`config.mk`:
```
export PLATFORM = sky130hd
export DESIGN_NAME = led_bank_sequencer
export DESIGN_NICKNAME = d
export VERILOG_FILES = /design/src/rtl/led_bank_sequencer.sv
export SDC_FILE = /design/constraint.sdc
export NUM_CORES = 1
export LEC_CHECK = 0
export CAP_MARGIN = 40
export CORE_ASPECT_RATIO = 2
export CORE_UTILIZATION = 52
export CTS_CLUSTER_SIZE = 30
export DETAILED_ROUTE_END_ITERATION = 8
export PLACE_DENSITY_LB_ADDON = 0.08
export SYNTH_ARGS = -nofsm -noshare
export SYNTH_HDL_FRONTEND = slang
export SYNTH_SLANG_ARGS = --single-unit
```
`constraint.sdc`:
```
create_clock -name clk_i -period 2.2 [get_ports clk_i]
set_input_delay 0.22 -clock clk_i [delete_from_list [all_inputs] [get_ports clk_i]]
set_output_delay 0.22 -clock clk_i [all_outputs]
set_load 0.01 [all_outputs]
```
`src/rtl/led_bank_sequencer.sv`:
```
// led_bank_sequencer: drives one-cycle enable/data strobes into a reset-less LED bank.
// It keeps a shadow of the bank contents and clears the bank after reset.
module led_bank_sequencer #(
   parameter int NUM_LEDS = 8,
   parameter int PRESCALE = 4,
   parameter int STEP_W   = 8
) (
   input  logic                clk_i,
   input  logic                rst_i,
   input  logic                cmd_valid_i,
   output logic                cmd_ready_o,
   input  logic [1:0]          cmd_op_i,
   input  logic [NUM_LEDS-1:0] cmd_data_i,
   input  logic                abort_i,
   output logic [NUM_LEDS-1:0] en_o,
   output logic [NUM_LEDS-1:0] d_o,
   output logic [NUM_LEDS-1:0] pattern_o,
   output logic                busy_o,
   output logic                done_o
);
   localparam int PW = PRESCALE > 1 ? $clog2(PRESCALE) : 1;
   localparam logic [PW-1:0] PRE_MAX = PW'(PRESCALE - 1);
   typedef enum logic [1:0] {INIT, IDLE, RUN} state_t;
   state_t              state_q;
   logic [NUM_LEDS-1:0] en_q, d_q, pat_q;
   logic                ready_q, busy_q, done_q;
   logic [STEP_W-1:0]   step_q;
   logic [PW-1:0]       pre_q;
   logic [NUM_LEDS-1:0] rot_d;
   logic [STEP_W-1:0]   steps_d;
   assign rot_d   = {pat_q[NUM_LEDS-2:0], pat_q[NUM_LEDS-1]};
   assign steps_d = cmd_data_i[STEP_W-1:0];
   always_ff @(posedge clk_i) begin
      if (rst_i) begin
         state_q <= INIT;
         en_q    <= '0;
         d_q     <= '0;
         pat_q   <= '0;
         ready_q <= 1'b0;
         busy_q  <= 1'b1;
         done_q  <= 1'b0;
         step_q  <= '0;
         pre_q   <= '0;
      end else begin
         en_q   <= '0;
         d_q    <= '0;
         done_q <= 1'b0;
         case (state_q)
            INIT: begin
               en_q    <= '1;
               pat_q   <= '0;
               state_q <= IDLE;
               ready_q <= 1'b1;
               busy_q  <= 1'b0;
            end
            IDLE: if (cmd_valid_i && ready_q) begin
               case (cmd_op_i)
                  2'd0: begin
                     en_q  <= '1;
                     d_q   <= cmd_data_i;
                     pat_q <= cmd_data_i;
                  end
                  2'd1: begin
                     en_q  <= cmd_data_i;
                     d_q   <= cmd_data_i;
                     pat_q <= pat_q | cmd_data_i;
                  end
                  2'd2: begin
                     en_q  <= cmd_data_i;
                     pat_q <= pat_q & ~cmd_data_i;
                  end
                  default: if (steps_d == '0) done_q <= 1'b1;
                  else begin
                     step_q  <= steps_d;
                     pre_q   <= PRE_MAX;
                     state_q <= RUN;
                     ready_q <= 1'b0;
                     busy_q  <= 1'b1;
                  end
               endcase
            end
            RUN: if (abort_i) begin
               // abort wins over a step due on the same edge
               state_q <= IDLE;
               ready_q <= 1'b1;
               busy_q  <= 1'b0;
               done_q  <= 1'b1;
            end else if (pre_q != '0) pre_q <= pre_q - PW'(1);
            else begin
               en_q   <= '1;
               d_q    <= rot_d;
               pat_q  <= rot_d;
               pre_q  <= PRE_MAX;
               step_q <= step_q - STEP_W'(1);
               if (step_q == STEP_W'(1)) begin
                  state_q <= IDLE;
                  ready_q <= 1'b1;
                  busy_q  <= 1'b0;
                  done_q  <= 1'b1;
               end
            end
            default: state_q <= INIT;
         endcase
      end
   end
   assign cmd_ready_o = ready_q;
   assign en_o        = en_q;
   assign d_o         = d_q;
   assign pattern_o   = pat_q;
   assign busy_o      = busy_q;
   assign done_o      = done_q;
endmodule

```
==> After elaboration in Yosys (flattened, before gate mapping) <==
Index checks and enable logic that the tools add are counted.
{ "word_totals": {"in_bits": 14, "word_cells": 97, "reg_bits": 39, "out_inout_bits": 27} }
{ "classes": {"mux": 55, "n_bitwise": 3, "n_eq_ne": 13, "n_reduce_logical": 15, "n_addsub": 2} }
{ "ops": {"columns": ["operator", "n"], "rows": [
  ["2-to-1 mux 8 bit", 15],
  ["one-hot mux 8 bit (3 select lines)", 3],
  ["one-hot mux 8 bit (2 select lines)", 3],
  ["2-to-1 mux 2 bit", 11],
  ["2-to-1 mux 1 bit", 18],
  ["AND reduction 5 bit", 3],
  ["AND reduction 6 bit", 2],
  ["!= test 2 bit (second input constant)", 5],
  ["AND 8 bit", 1],
  ["equality test 8 x 1 -> 1 bit (second input constant)", 1],
  ["zero test 8 bit", 1],
  ["NOT 8 bit", 1],
  ["OR 8 bit", 1],
  ["subtractor 8 x 1 -> 8 bit (second input constant)", 1],
  ["!= test 3 bit (second input constant)", 2],
  ["one-hot mux 1 bit (3 select lines)", 2],
  ["one-hot mux 2 bit (3 select lines)", 1],
  ["equality test 2 x 1 -> 1 bit (second input constant)", 2],
  ["equality test 2 bit (second input constant)", 2],
  ["zero test 2 bit", 2],
  ["!= test 4 bit (second input constant)", 1],
  ["one-hot mux 2 bit (2 select lines)", 1],
  ["nonzero test 2 bit", 2],
  ["OR reduction 2 bit", 2],
  ["5 further kinds", 5]
]} }

==> Logic depth before layout (Yosys ltp) <==
{ "depth": {"depth_word": 5, "depth_mapped": 9, "depth_no_buf": 7} }

==> Worst setup path after synthesis <==
No wires, ideal clock.
{ "synth_path": {"path_type": "register -> register", "start": "register state_q[0]", "end": "register busy_q, in the netlist busy_o", "required_time_ns": 2.078, "setup_ns": 0.122, "t_arrival_ns": 1.675, "setup_slack_ns": 0.403, "path_stages_with_launch": 9, "n_path_buf": 1, "path_cell_list": "dfxtp_1 > inv_1 > ha_1 > clkbuf_1 > inv_1 > nor2_1 > a221oi_4 > o21ai_2 > a221o_1"} }
{ "synth_via": {"elab_chain_len": 3, "word_cells_on_any_way": 11, "classes_between": "7 x eq/ne; 1 x mux; 3 x reduce/logical"} }
{ "synth_lines": {"columns": ["element", "line", "source"], "rows": [
  ["start: declaration", "24", "state_t state_q;"],
  ["start signal: assignment", "35", "state_q <= INIT;"],
  ["start signal: assignment", "52", "state_q <= IDLE;"],
  ["start signal: assignment", "76", "state_q <= RUN;"],
  ["equality test 2 bit, or another cell as far along", "48", "case (state_q)"],
  ["!= test 3 bit (no source line), or another cell as far along", null, null],
  ["AND reduction 6 bit (no source line)", null, null],
  ["end signal: assignment", "40", "busy_q <= 1'b1;"],
  ["end signal: assignment", "54", "busy_q <= 1'b0;"],
  ["end signal: assignment", "78", "busy_q <= 1'b1;"],
  ["end: declaration", "26", "logic ready_q, busy_q, done_q;"]
]} }
Several ways; a longest one is shown, not always the timed one.
A chain may end at the register's enable or synchronous reset.

==> Final worst setup path <==
{ "layout_path": {"start": "register state_q[1]", "end": "register busy_q, in the netlist busy_o"} }
The elaborated chain is that of the path after synthesis.

==> reports/metrics.yaml <==
min_path_type: "reg -> reg"
crit_type: "reg -> reg"
dpl_cell_area_sq_um: 2730
total_power_mw: 2.57
syn-num-nets: 297
syn_inst: 271
routedWlPerCell_microns: 16.2
cp.arrival_ns: 2.13
grt_util_all_layers: 0.301
cp_max_fo: 10
synth_common_cells: "39 x dfxtp_1, 38 x nor2_1, 31 x a21oi_1"
slew_viol_final: 0
period_share: 0.884
rsz0062_at_grt: "false"
cts_sinks: 39
synth_top_area_cell: "dfxtp_1"
drive_gt1_frac: 0.103
cts_root_buf: "clkbuf_8"
yosysMostFrequentCell: "dfxtp_1"
yosysWarnings: 0
grt_start_max_net_pins: 20
worst-r2r-setup-slack_ns: 0.26
slew_headroom: 0.709
synth.avg_cell_area_sq_um: 8.02
async_reset_ff_frac: 0
clk_pin_slew_ns: 0.07
design_area_sq_um: 2800
dieArea_sq_um: 4460
drc: 0
period_needed_ns: 1.94
drt_iter0_markers: 85
clk_path_buf_depth: 2
die_h_microns: 93.5
grt-ovfl-total: 0
grt_pass1_wl_microns: 9600
hold_violations: 0
outcome: "finished clean"
route.vias.total: 2172
synth_area_sq_um: 2170
finalNetCount: 346
setup_viol: 0
crit_chain: "inv_1 > ha_1 > and4_1 > a221oi_4 > o21ai_2 > a221o_1"
peakVddDrop_uv: 740
dieWidth_microns: 47.7
finClkSkew_ns: 0.00525
drt-total-wl_microns: 5990
grt_antenna_before_repair: 0
num_rows: 32
clk_latency_ns: 0.29
core_sq_um: 3920
yosysUniqueCellTypes: 42
cts_tree: "done"
grt_pass1_vias: 2205
vias_per_cell: 5.87
pin_count: 41
synth_ff_type: "dfxtp_1"
ys_seq_area_frac: 0.359
power_leakage_nw: 1.08
synth_seq_cells: 39
critPathCaptureType: "flop"
synthTopCellsByArea: "dfxtp_1 36%, a21oi_1 7.1%, ha_1 6.9%"
cts.repair.resized: 0
drt-pass1-iter-count: 5
slowest_delay_ns: 0.39
port_buffers: 40
hold_buffers: 0
synth_top_cell_area_share: 0.359
gp_congestion: 0.896
numCtsBuffers: 5
synth-edff-count: 0
maxCapViolCount: 0
antenna_left: 0
required_ns: 2.38
tns_ns: 0
start_util: 0.554
postCtsSetupBuffers: 0
stdcell_count: 370
fmax_mhz: 514
cp-start-kind: "flop"
critPathSlowestCell: "dfxtp_1"
dpl.hpwl_microns: 4590
cts.htree.levels: 2
dp_cells: 364
diodes: 0
area_growth_pct: 28.7
max_slew.worst_pin.slew_ns: 0.435
p_per_area_nw_per_um2: 918
metal layers:
metal / part of all wire / track usage / vias to the layer above
li1: - / - / 1061
met1: 0.37 / 0.307 / 1011
met2: 0.54 / 0.527 / 75
met3: 0.039 / 0.0483 / 25
met4: 0.046 / 0.176 / 0
met5: 0 / 0 / -
area by class of cell:
| cell class | count | area [sq um] |
|---|---|---|
| fillers | 379 | 1120 |
| well taps | 51 | 63.8 |
| inverters | 17 | 63.8 |
| multi-input cells | 198 | 1260 |
| repair buffers | 59 | 556 |
| flip-flops and latches | 39 | 781 |
| clock buffers | 6 | 72.6 |
power breakdown:
part / total, mW / leakage (nW) / internal (mW) / switching, mW
Clock: 0.448 / 0.0371 / 0.211 / 0.237
Combinational: 1.19 / 0.729 / 0.534 / 0.656
Sequential: 0.930 / 0.318 / 0.837 / 0.0936
cells in the final DEF (no fill, tap or decap), types with 2 or more instances in the layout:
cell type	n
nor2_1	38
a21oi_1	31
a22oi_1	17
dfxtp_1	39
nand3_1	5
nor2b_1	2
or3_1	3
mux2i_1	2
nor3_1	2
clkbuf_8	5
o21bai_1	5
a21o_1	3
clkdlybuf4s50_1	40
and2_1	6
buf_4	18
nand2b_1	7
ha_1	12
and3_1	2
inv_1	17
a311oi_1	3
a221o_1	2
a22o_1	3
or2_2	2
o31ai_1	2
nand2_1	15
o21ai_0	14
nand4_1	2
a32o_1	6
state kept, by name (all words and copies together), names as in the netlist:
register,cells
cmd_ready_o,1
pre_q,2
busy_o,1
done_o,1
pattern_o,8
state_q,2
en_o,8
step_q,8
d_o,8
critical path, delay by kind of cell (launching register included):
family	cells	cell delay [ns]
AND/OR/NAND/NOR	1	0.27
adder cells (fa/ha/maj)	1	0.33
AO/OA/AOI/OAI	3	0.75
buffers and inverters	1	0.09
flip-flops	1	0.39
path summary, 6_finish.rpt:
check | cells past startpoint | from | endpoint
max | 6 | state_q[1] | busy_o
min reg2reg | 2 | step_q[7] | step_q[7]
max reg2reg | 6 | state_q[1] | busy_o
min | 2 | step_q[7] | step_q[7]
stage by stage:
stage,hold slack (ns),utilization,worst slack [ns]
6_report,0.508,0.713,0.256
5_1_grt,0.530,0.713,0.131
4_1_cts,0.502,0.713,0.265
3_5_place_dp,0.491,0.695,0.0214
3_3_place_gp,0.473,0.695,0.0668
2_1_floorplan,0.368,-,0.403
cell families after synthesis:
| group | share of synthesized area |
|---|---|
| AO/OA/AOI/OAI | 0.297 |
| adder cells (fa/ha/maj) | 0.0690 |
| buffers and inverters | 0.0604 |
| flip-flops | 0.359 |
| multiplexers | 0.00921 |
| AND/OR/NAND/NOR | 0.205 |
(Power assumes the default switching activity.)
==> patch: new RTL, config.mk and constraints unchanged <==
`PRESCALE`: 4 -> 2.
--- a/src/rtl/led_bank_sequencer.sv
+++ b/src/rtl/led_bank_sequencer.sv
@@ -2,7 +2,7 @@
 // It keeps a shadow of the bank contents and clears the bank after reset.
 module led_bank_sequencer #(
    parameter int NUM_LEDS = 8,
-   parameter int PRESCALE = 4,
+   parameter int PRESCALE = 2,
    parameter int STEP_W   = 8
 ) (
    input  logic                clk_i,
Behaviour: not the same (Yosys sat finds a counterexample within 10 cycles, from zero or initial values and one cycle with rst_i high).
==> patch against the original RTL <==
Sequential share of layout area is 0.85 points lower; total power is 20% higher; worst setup slack better by 0.0010 ns; wire length is 6.2% lower; area after synthesis is 2.3% lower; sequential cell count is 1 lower; cell area is 0.49% higher; global-route usage is 0.13 points lower; critical path type is now primary input to flip-flop.
==> patch: results (changes against the original RTL) <==
Outcome
  • Status: finished clean

Layout
  • Layout cell share with drive strength beyond 1: 0.1447 (+0.04125)
  • # nets final: 335 (-3.2%)
  • Fillers: 345 (-9.0%)

Hold path
  • Worst hold path class: flip-flop to flip-flop
  • WHS Path Cells: 1 (-1)

Synth
  • Synth area leaders: dfxtp_1, a21oi_1, ha_1
  • Adder-Cell Fraction of Synth Area: 0.06478 (-0.004263)
  • Post-synth top cells: a21oi_1, dfxtp_1, nor2_1, a22oi_1, nand2b_1
  • Synth Area in Compound Gates: 0.2992 (+0.002283)
  • Netlist cell types: 50 (+19%)
  • Net count after synthesis: 283 (-4.7%)
  • Post-synthesis sequential area ratio: 0.3581 (-0.0009651)
  • Post-synthesis mux area share: 0.004711 (-0.004495)

Global routing
  • Largest net degree at the start of global routing: 22 (+10%)
  • GRT Total Usage: 0.3001 (-0.001316)
  • First-pass GRT wire length: 9.597 mm (about the same)

Power and ir drop
  • Peak VDD IR: 1.109 mV (+50%)
  • Pint: 1.906 mW (+21%)
  • Leak Pwr: 1.089 nW (+0.43%)

Placement
  • Dpl hpwl: 4.245 mm (-7.5%)
  • Final Wtd Congestion: 0.8710 (-2.8%)
  • Placed cell areas: 2675 µm² (-1.9%)

Worst setup path
  • Worst path arrival time: 2.17 ns (+0.04 ns)
  • R2R depth: 7 (+1)
  • Worst Path Max Fanout: 9 (-1)

Route
  • Via count: 2127 (-2.1%)
  • First-pass DRT Iterations: 4 (-1)
  • Iter 0 DRT Violations: 61 (-28%)
  • Wirelength per Cell: 15.51 µm (-4.1%)

STA
  • Clock Skew: 0.009902 ns (+0.004649 ns)
  • Rel. slew slack: 0.5741 (-0.1351)

Clocking
  • Root Driver: clkbuf_8
==> patch: kinds of logic (layout without fill, tap and decap cells) <==
group           Yosys count  in the layout
mux                       1              1
buf+inv                  27             80
flops                    38             38
compound gates           95             95
simple gates             86             86
fa+ha+maj                11             11
==> patch: final cells by class <==
type / instances / area [µm²] / area share
well taps: 51 / 63.81 / 0.02269
repair buffers: 62 / 565.5 / 0.2011
inverters: 10 / 37.54 / 0.01335
clock inverters: 3 / 68.82 / 0.02447
flip-flops and latches: 38 / 760.7 / 0.2705
clock buffers: 5 / 68.82 / 0.02447
multi-input cells: 193 / 1247 / 0.4435
==> patch: stage by stage <==
step | std cells | hold slack, ns | worst slack (ns)
CTS | 362 | 0.4968 | 0.2932
floorplan | 258 | 0.3683 | 0.5471
global placement | 354 | 0.4696 | 0.06925
detailed placement | 354 | 0.4765 | 0.01478
finish | 362 | 0.4883 | 0.2571
global route | 362 | 0.5341 | 0.1112
==> patch: power by group through the flow <==
stage | clock [mW] | sequential [mW] | combinational (mW)
6_report | 0.715 | 0.984 | 1.38
5_1_grt | 0.758 | 1.01 | 1.53
4_1_cts | 0.722 | 0.982 | 1.38
3_5_place_dp | 0 | 0.997 | 1.37
3_3_place_gp | 0 | 0.994 | 1.35
2_1_floorplan | 0 | 1.01 | 0.920
==> patch: final timing paths <==
| check | startpoint | end |
|---|---|---|
| max | cmd_op_i[1] | pattern_o[0] |
| min | busy_o | busy_o |
| max reg2reg | state_q[1] | pattern_o[0] |
| min reg2reg | busy_o | busy_o |
==> patch: critical path, stage by stage <==
cell,delay [ns]
clkdlybuf4s50_1,0.48
inv_1,0.07
ha_1,0.39
o211ai_1,0.11
a211o_1,0.45
nor2_4,0.23
a22oi_1,0.10
nor2_1,0.13
==> patch: layer usage <==
metal	global-route usage	vias to the layer above	wire length, µm
li1	-	1039	-
met1	0.3390	1003	2119
met2	0.4977	69	3086
met3	0.05458	16	197
met4	0.1643	0	212
met5	0	-	0
